`config.mk`:
```
export PLATFORM = sky130hd
export DESIGN_NAME = bos_power_seq
export DESIGN_NICKNAME = d
export VERILOG_FILES = /design/src/rtl/bos_power_seq.sv
export SDC_FILE = /design/constraint.sdc
export NUM_CORES = 1
export LEC_CHECK = 0
export ABC_CLOCK_PERIOD_IN_PS = 7000
export BUFFER_PORTS_ARGS = -buffer_cell sky130_fd_sc_hd__buf_2
export CORE_ASPECT_RATIO = 1.2
export CORE_MARGIN = 3
export CORE_UTILIZATION = 44
export CTS_CLUSTER_DIAMETER = 80
export DETAILED_ROUTE_END_ITERATION = 12
export GPL_TIMING_DRIVEN = 0
export SETUP_SLACK_MARGIN = 0.02
export SLEW_MARGIN = 20
export SYNTH_ARGS = -nofsm -noshare
export SYNTH_HDL_FRONTEND = slang
export SYNTH_SLANG_ARGS = --single-unit
export TNS_END_PERCENT = 100
```
`constraint.sdc`:
```
create_clock -name sys_clk -period 7 [get_ports sys_clk]
set_input_delay 1.75 -clock sys_clk [delete_from_list [all_inputs] [get_ports sys_clk]]
set_output_delay 1.75 -clock sys_clk [all_outputs]
set_load 0.005 [all_outputs]
```
`src/rtl/bos_power_seq.sv`:
```
// bos_power_seq: command-driven BOS supply/reset sequencer on the message bus.
// Build option `BOS_PWR_MONITOR_EN: power-good loss while ON forces a faulted power-down.
module bos_power_seq #(
    parameter int STEP_CYCLES    = 1000,
    parameter int TIMEOUT_CYCLES = 100000,
    parameter int CNT_W          = 20
) (
    input  logic       sys_clk,
    input  logic       rst,
    input  logic [7:0] master_data,
    input  logic       ena,
    input  logic       rdreq,
    output logic       have_msg,
    output logic [7:0] data_out,
    output logic [7:0] len,
    input  logic       sbis_power_on,
    output logic       off_vcore_fpga,
    output logic       off_vdigital_fpga,
    output logic       functional,
    output logic       off_pr_digital_fpga,
    output logic       rst_fpga,
    output logic       stby_fpga
);

    localparam logic [3:0] S_OFF     = 4'h0;
    localparam logic [3:0] S_U_VCORE = 4'h1;
    localparam logic [3:0] S_U_VDIG  = 4'h2;
    localparam logic [3:0] S_U_FUNC  = 4'h3;
    localparam logic [3:0] S_U_PR    = 4'h4;
    localparam logic [3:0] S_U_RST   = 4'h5;
    localparam logic [3:0] S_WAIT_OK = 4'h6;
    localparam logic [3:0] S_ON      = 4'h7;
    localparam logic [3:0] S_D_RST   = 4'h8;
    localparam logic [3:0] S_D_FUNC  = 4'h9;
    localparam logic [3:0] S_D_VDIG  = 4'hA;
    localparam logic [3:0] S_D_VCORE = 4'hB;

    localparam logic [7:0] CMD_DOWN     = 8'h00;
    localparam logic [7:0] CMD_UP       = 8'h01;
    localparam logic [7:0] CMD_STATUS   = 8'h02;
    localparam logic [7:0] CMD_STBY_OFF = 8'h10;
    localparam logic [7:0] CMD_STBY_ON  = 8'h11;

    localparam logic [CNT_W-1:0] STEP_LAST = CNT_W'(STEP_CYCLES - 1);
    localparam logic [CNT_W-1:0] TMO_LAST  = CNT_W'(TIMEOUT_CYCLES - 1);

    logic [3:0]       state;
    logic [3:0]       state_nxt;
    logic [CNT_W-1:0] cnt;
    logic             fault;
    logic             fault_nxt;
    logic [1:0]       pg_sync;
    logic             pg;
    logic             pg_lost;
    logic             step_done;
    logic             tmo_done;
    logic             powered;
    logic             reply;
    logic [7:0]       reply_byte;
    logic             stby_set;
    logic             stby_clr;
    logic             vcore_n;
    logic             vdig_n;
    logic             func_n;
    logic             pr_n;
    logic             rstf_n;
    logic             stby_n;

    assign len        = 8'd1;
    assign pg         = pg_sync[1];
    assign step_done  = (cnt == STEP_LAST);
    assign tmo_done   = (cnt == TMO_LAST);
    assign powered    = (state >= S_U_VCORE) && (state <= S_ON);
    assign reply_byte = {fault_nxt, 3'b000, state_nxt};

`ifdef BOS_PWR_MONITOR_EN
    logic [3:0] low_cnt;

    // Counts consecutive low cycles of power-good while ON; 16th one trips.
    assign pg_lost = (state == S_ON) && !pg && (low_cnt == 4'hF);

    always_ff @(posedge sys_clk) begin
        if (rst) begin
            low_cnt <= 4'h0;
        end else if (state != S_ON || pg) begin
            low_cnt <= 4'h0;
        end else if (low_cnt != 4'hF) begin
            low_cnt <= low_cnt + 4'd1;
        end
    end
`else
    assign pg_lost = 1'b0;
`endif

    always_comb begin
        state_nxt = state;
        fault_nxt = fault;
        reply     = 1'b0;
        stby_set  = 1'b0;
        stby_clr  = 1'b0;

        unique case (state)
            S_U_VCORE, S_U_VDIG, S_U_FUNC, S_U_PR, S_U_RST,
            S_D_RST, S_D_FUNC, S_D_VDIG: begin
                if (step_done) state_nxt = state + 4'd1;
            end
            S_WAIT_OK: begin
                if (pg) begin
                    state_nxt = S_ON;
                    reply     = 1'b1;
                end else if (tmo_done) begin
                    state_nxt = S_D_RST;
                    fault_nxt = 1'b1;
                end
            end
            S_ON: begin
                if (pg_lost) begin
                    state_nxt = S_D_RST;
                    fault_nxt = 1'b1;
                    reply     = 1'b1;
                end
            end
            S_D_VCORE: begin
                if (step_done) begin
                    state_nxt = S_OFF;
                    reply     = 1'b1;
                end
            end
            default: ;
        endcase

        // A command overrides any step advance in the same cycle.
        if (ena) begin
            reply = 1'b1;
            unique case (1'b1)
                (master_data == CMD_UP): begin
                    if (state == S_OFF) begin
                        state_nxt = S_U_VCORE;
                        fault_nxt = 1'b0;
                    end
                end
                (master_data == CMD_DOWN): begin
                    if (powered) state_nxt = S_D_RST;
                end
                (master_data == CMD_STBY_ON): begin
                    if (state == S_ON && state_nxt == S_ON) stby_set = 1'b1;
                end
                (master_data == CMD_STBY_OFF): begin
                    if (state == S_ON && state_nxt == S_ON) stby_clr = 1'b1;
                end
                (master_data == CMD_STATUS): ;
                default: ;
            endcase
        end
    end

    always_comb begin
        vcore_n = off_vcore_fpga;
        vdig_n  = off_vdigital_fpga;
        func_n  = functional;
        pr_n    = off_pr_digital_fpga;
        rstf_n  = rst_fpga;
        stby_n  = stby_fpga;

        if (state_nxt != state) begin
            unique case (state_nxt)
                S_U_VCORE: vcore_n = 1'b0;
                S_U_VDIG:  vdig_n  = 1'b0;
                S_U_FUNC:  func_n  = 1'b1;
                S_U_PR:    pr_n    = 1'b0;
                S_U_RST:   rstf_n  = 1'b0;
                S_D_RST: begin
                    rstf_n = 1'b1;
                    stby_n = 1'b0;
                    pr_n   = 1'b1;
                end
                S_D_FUNC:  func_n  = 1'b0;
                S_D_VDIG:  vdig_n  = 1'b1;
                S_D_VCORE: vcore_n = 1'b1;
                default: ;
            endcase
        end

        if (stby_set) begin
            stby_n = 1'b1;
        end else if (stby_clr) begin
            stby_n = 1'b0;
        end
    end

    always_ff @(posedge sys_clk) begin
        if (rst) begin
            state               <= S_OFF;
            cnt                 <= '0;
            fault               <= 1'b0;
            pg_sync             <= 2'b00;
            off_vcore_fpga      <= 1'b1;
            off_vdigital_fpga   <= 1'b1;
            functional          <= 1'b0;
            off_pr_digital_fpga <= 1'b1;
            rst_fpga            <= 1'b1;
            stby_fpga           <= 1'b0;
            have_msg            <= 1'b0;
            data_out            <= 8'h00;
        end else begin
            state               <= state_nxt;
            fault               <= fault_nxt;
            pg_sync             <= {pg_sync[0], sbis_power_on};
            off_vcore_fpga      <= vcore_n;
            off_vdigital_fpga   <= vdig_n;
            functional          <= func_n;
            off_pr_digital_fpga <= pr_n;
            rst_fpga            <= rstf_n;
            stby_fpga           <= stby_n;

            if (state_nxt != state) begin
                cnt <= '0;
            end else if (state != S_OFF && state != S_ON) begin
                cnt <= cnt + CNT_W'(1);
            end

            // Single-entry reply buffer: newest reply wins over a pending one.
            if (reply) begin
                have_msg <= 1'b1;
                data_out <= reply_byte;
            end else if (rdreq && have_msg) begin
                have_msg <= 1'b0;
            end
        end
    end

endmodule

```
# After elaboration in Yosys (flattened, before gate mapping)
# Cells that the tools add are included.
# W data, S select, Z words.
[word_totals]
regBits = 39
latch_bits = 0
mem_bits_rw = 0
rom_bits = 0
in_bits = 13
word_cells = 102
memories = 0
[op_classes]
add_sub_neg = 2
n_mul = 0
div = 0
n_lt_le_gt_ge = 2
n_eq_ne = 28
shift = 0
muxes = 35
bitwise = 0
n_reduce_logical = 23
[ops]
columns = ["cell", "n"]
rows = [
  ["$eq A4 B4 Y1 const B", 8],
  ["$eq A4 B3 Y1 const B", 7],
  ["$mux W4", 7],
  ["$add A20 B1 Y20 const B", 1],
  ["$eq A20 B10 Y1 const B", 1],
  ["$eq A20 B17 Y1 const B", 1],
  ["$mux W1", 20],
  ["$eq A4 B2 Y1 const B", 4],
  ["$eq A8 B5 Y1 const B", 2],
  ["$pmux W1 S2", 6],
  ["$pmux W4 S3", 1],
  ["$reduce_and A2 Y1", 6],
  ["$reduce_bool A2 Y1", 6],
  ["$eq A4 B1 Y1 const B", 2],
  ["$eq A8 B1 Y1 const B", 1],
  ["$logic_not A8 Y1", 1],
  ["$pmux W4 S2", 1],
  ["$reduce_or A8 Y1", 1],
  ["$reduce_bool A3 Y1", 2],
  ["$add A4 B1 Y4 const B", 1],
  ["$ge A4 B1 Y1 const B", 1],
  ["$le A4 B3 Y1 const B", 1],
  ["$logic_and A1 B1 Y1", 4],
  ["$logic_not A4 Y1", 1],
  ["4 further kinds", 4],
]

# Longest topological paths before layout
[logic_depth]
depth_word = 12
depth_mapped = 13
depth_no_buf = 12

# Least setup slack after synthesis
# No wires, ideal clock.
[synth_path]
path_kind = "input to register"
from = "input master_data[5]"
to = "register rst_fpga"
setup_time_ps = 120
t_arrival_ps = 4156
path_slack_ps = 2724
path_stages = 9
path_buffers = 1
path_cell_list = "or4b_2 > nor3_1 > and2_1 > clkbuf_1 > nand2b_1 > o2111ai_1 > nand4_4 > or4b_1 > a211o_1"
[synth_via]
elab_chain_cells = 6
elab_cells_between_ends = 10
classes_between = "4 x eq/ne; 3 x mux; 3 x reduce/logical"
[synth_lines]
columns = ["item", "line_no", "text"]
rows = [
  ["start, declared", "10", "input logic [7:0] master_data,"],
  ["$eq A8 B1 Y1 / $logic_not A8 Y1 (equally long branches)", "136, 142", ""],
  ["$pmux W4 S2 *", "135", "unique case (1'b1)"],
  ["$mux W4 *", "133", "if (ena) begin"],
  ["$eq A4 B4 Y1 / $eq A4 B3 Y1 (equally long branches)", "166", "unique case (state_nxt)"],
  ["$reduce_bool A2 Y1 (no source line)", "--", ""],
  ["$reduce_and A2 Y1 (no source line)", "--", ""],
  ["end signal, assigned", "213", "rst_fpga <= rstf_n;"],
  ["end, declared", "21", "output logic rst_fpga,"],
]
# Mark *: on every way between the ends. The rest lies on a longest branch, timed or not.
# A chain may end at the register's enable or synchronous reset.

# Worst setup path after layout
# Ends and elaborated chain as after synthesis.

==> results.py <==
metrics = {
    "sta": {
        "setup_tns_ps": 0,
        "rsz0062_at_grt": "no",
        "finalMaxSlewViolations": 0,
        "fmax_mhz": 226,
        "finalClockSkew_ps": 7.72,
        "fin_crit_sh_pct": 63.2,
        "tightestPinTransition_ps": 661,
        "setup_violations": 0,
        "finalHoldViolations": 0,
        "relSlewSlack_pct": 55.3,
        "final.min_clock_period_ps": 4420,
    },
    "logic_synthesis": {
        "ys_ff_latch": 39,
        "synth_cells": 296,
        "synthFlopType": "dfxtp_1",
        "synth_warnings": 0,
        "postSynthAreaPerCell_um2": 8.15,
        "async_flop_share_pct": 0,
        "syn_area_um2": 2410,
        "seq_area_frac_synth_pct": 32.4,
        "yosys.cell_types.count": 60,
        "synth-edff-count": 0,
    },
    "drt": {
        "drt_iter0_markers": 148,
        "top_layer_used": "met4",
        "wl_met1_mm": 2.60,
        "wl_per_cell_um": 14.2,
        "drc": 0,
        "met2WireLength_mm": 2.69,
        "dr.pass1.iters": 4,
        "via_per_inst": 5.50,
        "num_vias": 2185,
        "met3RoutedLength_um": 235,
        "wl_mm": 5.64,
        "drtAntennaViolNets": 0,
    },
    "clock_network": {
        "cts_tree": "built",
        "htree_levels": 2,
        "ctsHoldBuffers": 0,
        "ctsResizeCount": 0,
        "clockBufferDepth": 2,
        "cts_buffers": 5,
        "post_cts_buffers": 0,
        "clock_latency_ps": 290,
        "cts_num_sinks": 39,
        "clkTransAtPathRegs_ps": 80,
        "cts_root_buffer": "clkbuf_8",
    },
    "setup_path": {
        "cp_max_fo": 7,
        "path_delay_family": "simple AND/OR/NAND/NOR gates",
        "worst_ep_required_time_ps": 7180,
        "slowest_stage": "or4b_2",
        "path_class": "primary input to flop",
        "max_stage_delay_ps": 670,
        "end_kind": "flop",
        "start_kind": "primary input",
        "path_cells": "buf_2 -> or4b_2 -> nor3_1 -> nand4b_1 -> a31oi_1 -> nand2_1 -> or4b_1 -> a211o_1",
        "critPathArrivalTime_ps": 4600,
        "worst-path-buf-inv": 1,
    },
    "cells_and_area": {
        "fillCellCount": 519,
        "n_antenna_cell": 0,
        "utilization_pct": 53.3,
        "num-nets-final": 356,
        "drive_gt1_share_pct": 15.4,
        "syn_to_final_growth_pct": 13.0,
    },
    "floorplan": {
        "coreArea_um2": 5110,
        "die_area_um2": 6410,
        "pin_count": 36,
        "die_y_um": 87.1,
        "rows": 28,
        "die_w_um": 73.6,
        "start_util_pct": 47.1,
    },
    "hold_path": {
        "hold_class": "flop to flop",
    },
    "power_and_ir_drop": {
        "p_leak_uw": 0.00119,
        "power_density_nw_per_um2": 146,
        "max-vdd-ir-drop_mv": 0.135,
    },
    "grt": {
        "grt_pass1_vias": 2008,
        "antenna_found_initial": 0,
        "grt-ovfl-total": 0,
        "grt_max_degree": 13,
        "grt_pass1_wl_mm": 9.38,
        "track_usage_pct": 18.6,
    },
    "placed_design": {
        "io_buffers": 24,
        "hpwl_mm": 4.34,
        "place_congestion": 0.935,
    },
    "run": {
        "max_cap_viol_count": 0,
    },
    "status": {
        "outcome": "finished, final reports clean",
    },
}
## routing by layer
| metal | vias to the layer above | GRT usage [%] |
|---|---|---|
| li1 | 1128 | - |
| met1 | 1006 | 24.0 |
| met2 | 41 | 30.3 |
| met3 | 10 | 3.23 |
| met4 | 0 | 7.41 |
| met5 | - | 0 |
## registers in the layout (all words and copies together) (netlist names)
register / count
state: 4
cnt: 20
data_out: 5
fault: 1
stby_fpga: 1
off_pr_digital_fpga: 1
pg_sync: 2
functional: 1
off_vdigital_fpga: 1
off_vcore_fpga: 1
rst_fpga: 1
have_msg: 1
## cells in the final DEF (no fill, tap or decap), types with 8 or more instances in the layout
cell and instances:
nand3_1 13, xor2_1 13, clkbuf_1 8, and3_1 10, nor2_1 48, inv_1 14, dfxtp_1 39, conb_1 11
nand2_1 17, buf_2 25, buf_4 11
## Yosys cell counts (2+ instances only)
cell,count,area [µm²]
clkbuf_1,7,26.3
nor2b_1,5,31.3
o21ai_0,7,35.0
a31oi_1,2,12.5
buf_4,11,82.6
or4_1,2,15.0
a211oi_1,3,22.5
ha_1,7,87.6
and3_1,10,62.6
inv_1,14,52.6
and4_1,2,17.5
nor2_1,48,180
nand2b_1,4,25.0
and4b_1,3,30.0
dfxtp_1,39,781
xor2_1,13,114
mux2i_1,5,50.1
nand2_1,17,63.8
conb_1,2,7.51
and2_1,5,31.3
nand4_1,6,37.5
nor3_1,7,35.0
nand4b_1,4,35.0
xnor2_1,6,52.6
a21oi_1,7,35.0
nor4b_1,3,26.3
nand3_1,13,65.1
o21bai_1,2,15.0
a211o_1,5,43.8
o31ai_1,4,30.0
nor4_1,4,25.0
## worst reg2reg max path, cell delays in order (launching register included)
cell	delay (ps)
dfxtp_1	390
ha_1	230
and4bb_1	220
nand3_1	230
nor2_1	290
inv_1	90
ha_1	270
nor3_1	300
o31ai_1	180
a31oi_1	550
nand2_1	120
or4b_1	480
a211o_1	290
## power by group
group	total, µW	switching [µW]	internal [µW]
logic	24.1	12.4	11.8
clock network	147	77.7	69.6
registers	226	1.77	224
total	398	91.9	306
## cells by family after synthesis
kind of cell             share of synthesized area, %
AND/OR/NAND/NOR                                  31.9
adder cells (fa/ha/maj)                          3.63
AO/OA/AOI/OAI                                    15.4
buffers and inverters                            6.90
XOR/XNOR                                         6.90
multiplexers                                     2.54
flip-flops                                       32.4
other                                           0.311
## worst paths after layout
check | slack, ps | endpoint | startpoint | cells after the start
min reg2reg | 460 | pg_sync[1] | pg_sync[0] | 1
max | 2580 | rst_fpga | master_data[5] | 8
max reg2reg | 3250 | rst_fpga | cnt[0] | 12
min | 460 | pg_sync[1] | pg_sync[0] | 1
## cell type report
class,count,area (µm²),area share (%)
multi-input cells,233,1500,55.0
flip-flops and latches,39,781,28.7
repair buffers,24,120,4.41
plain buffers,19,114,4.18
well taps,60,75.1,2.75
clock buffers,6,72.6,2.66
inverters,14,52.6,1.93
clock inverters,2,12.5,0.459
## per-stage QoR
stage | area [µm²] | power (µW) | cells | hold WS, ps | setup slack [ps]
floorplan | 2440 | 247 | 305 | 414 | 2720
global placement | 2640 | 255 | 389 | 438 | 2280
detailed placement | 2640 | 255 | 389 | 432 | 2300
CTS | 2730 | 403 | 397 | 464 | 2620
global route | 2730 | 417 | 397 | 488 | 2380
finish | 2730 | 398 | 397 | 461 | 2580
No activity file was read; power rests on OpenSTA's default activity.
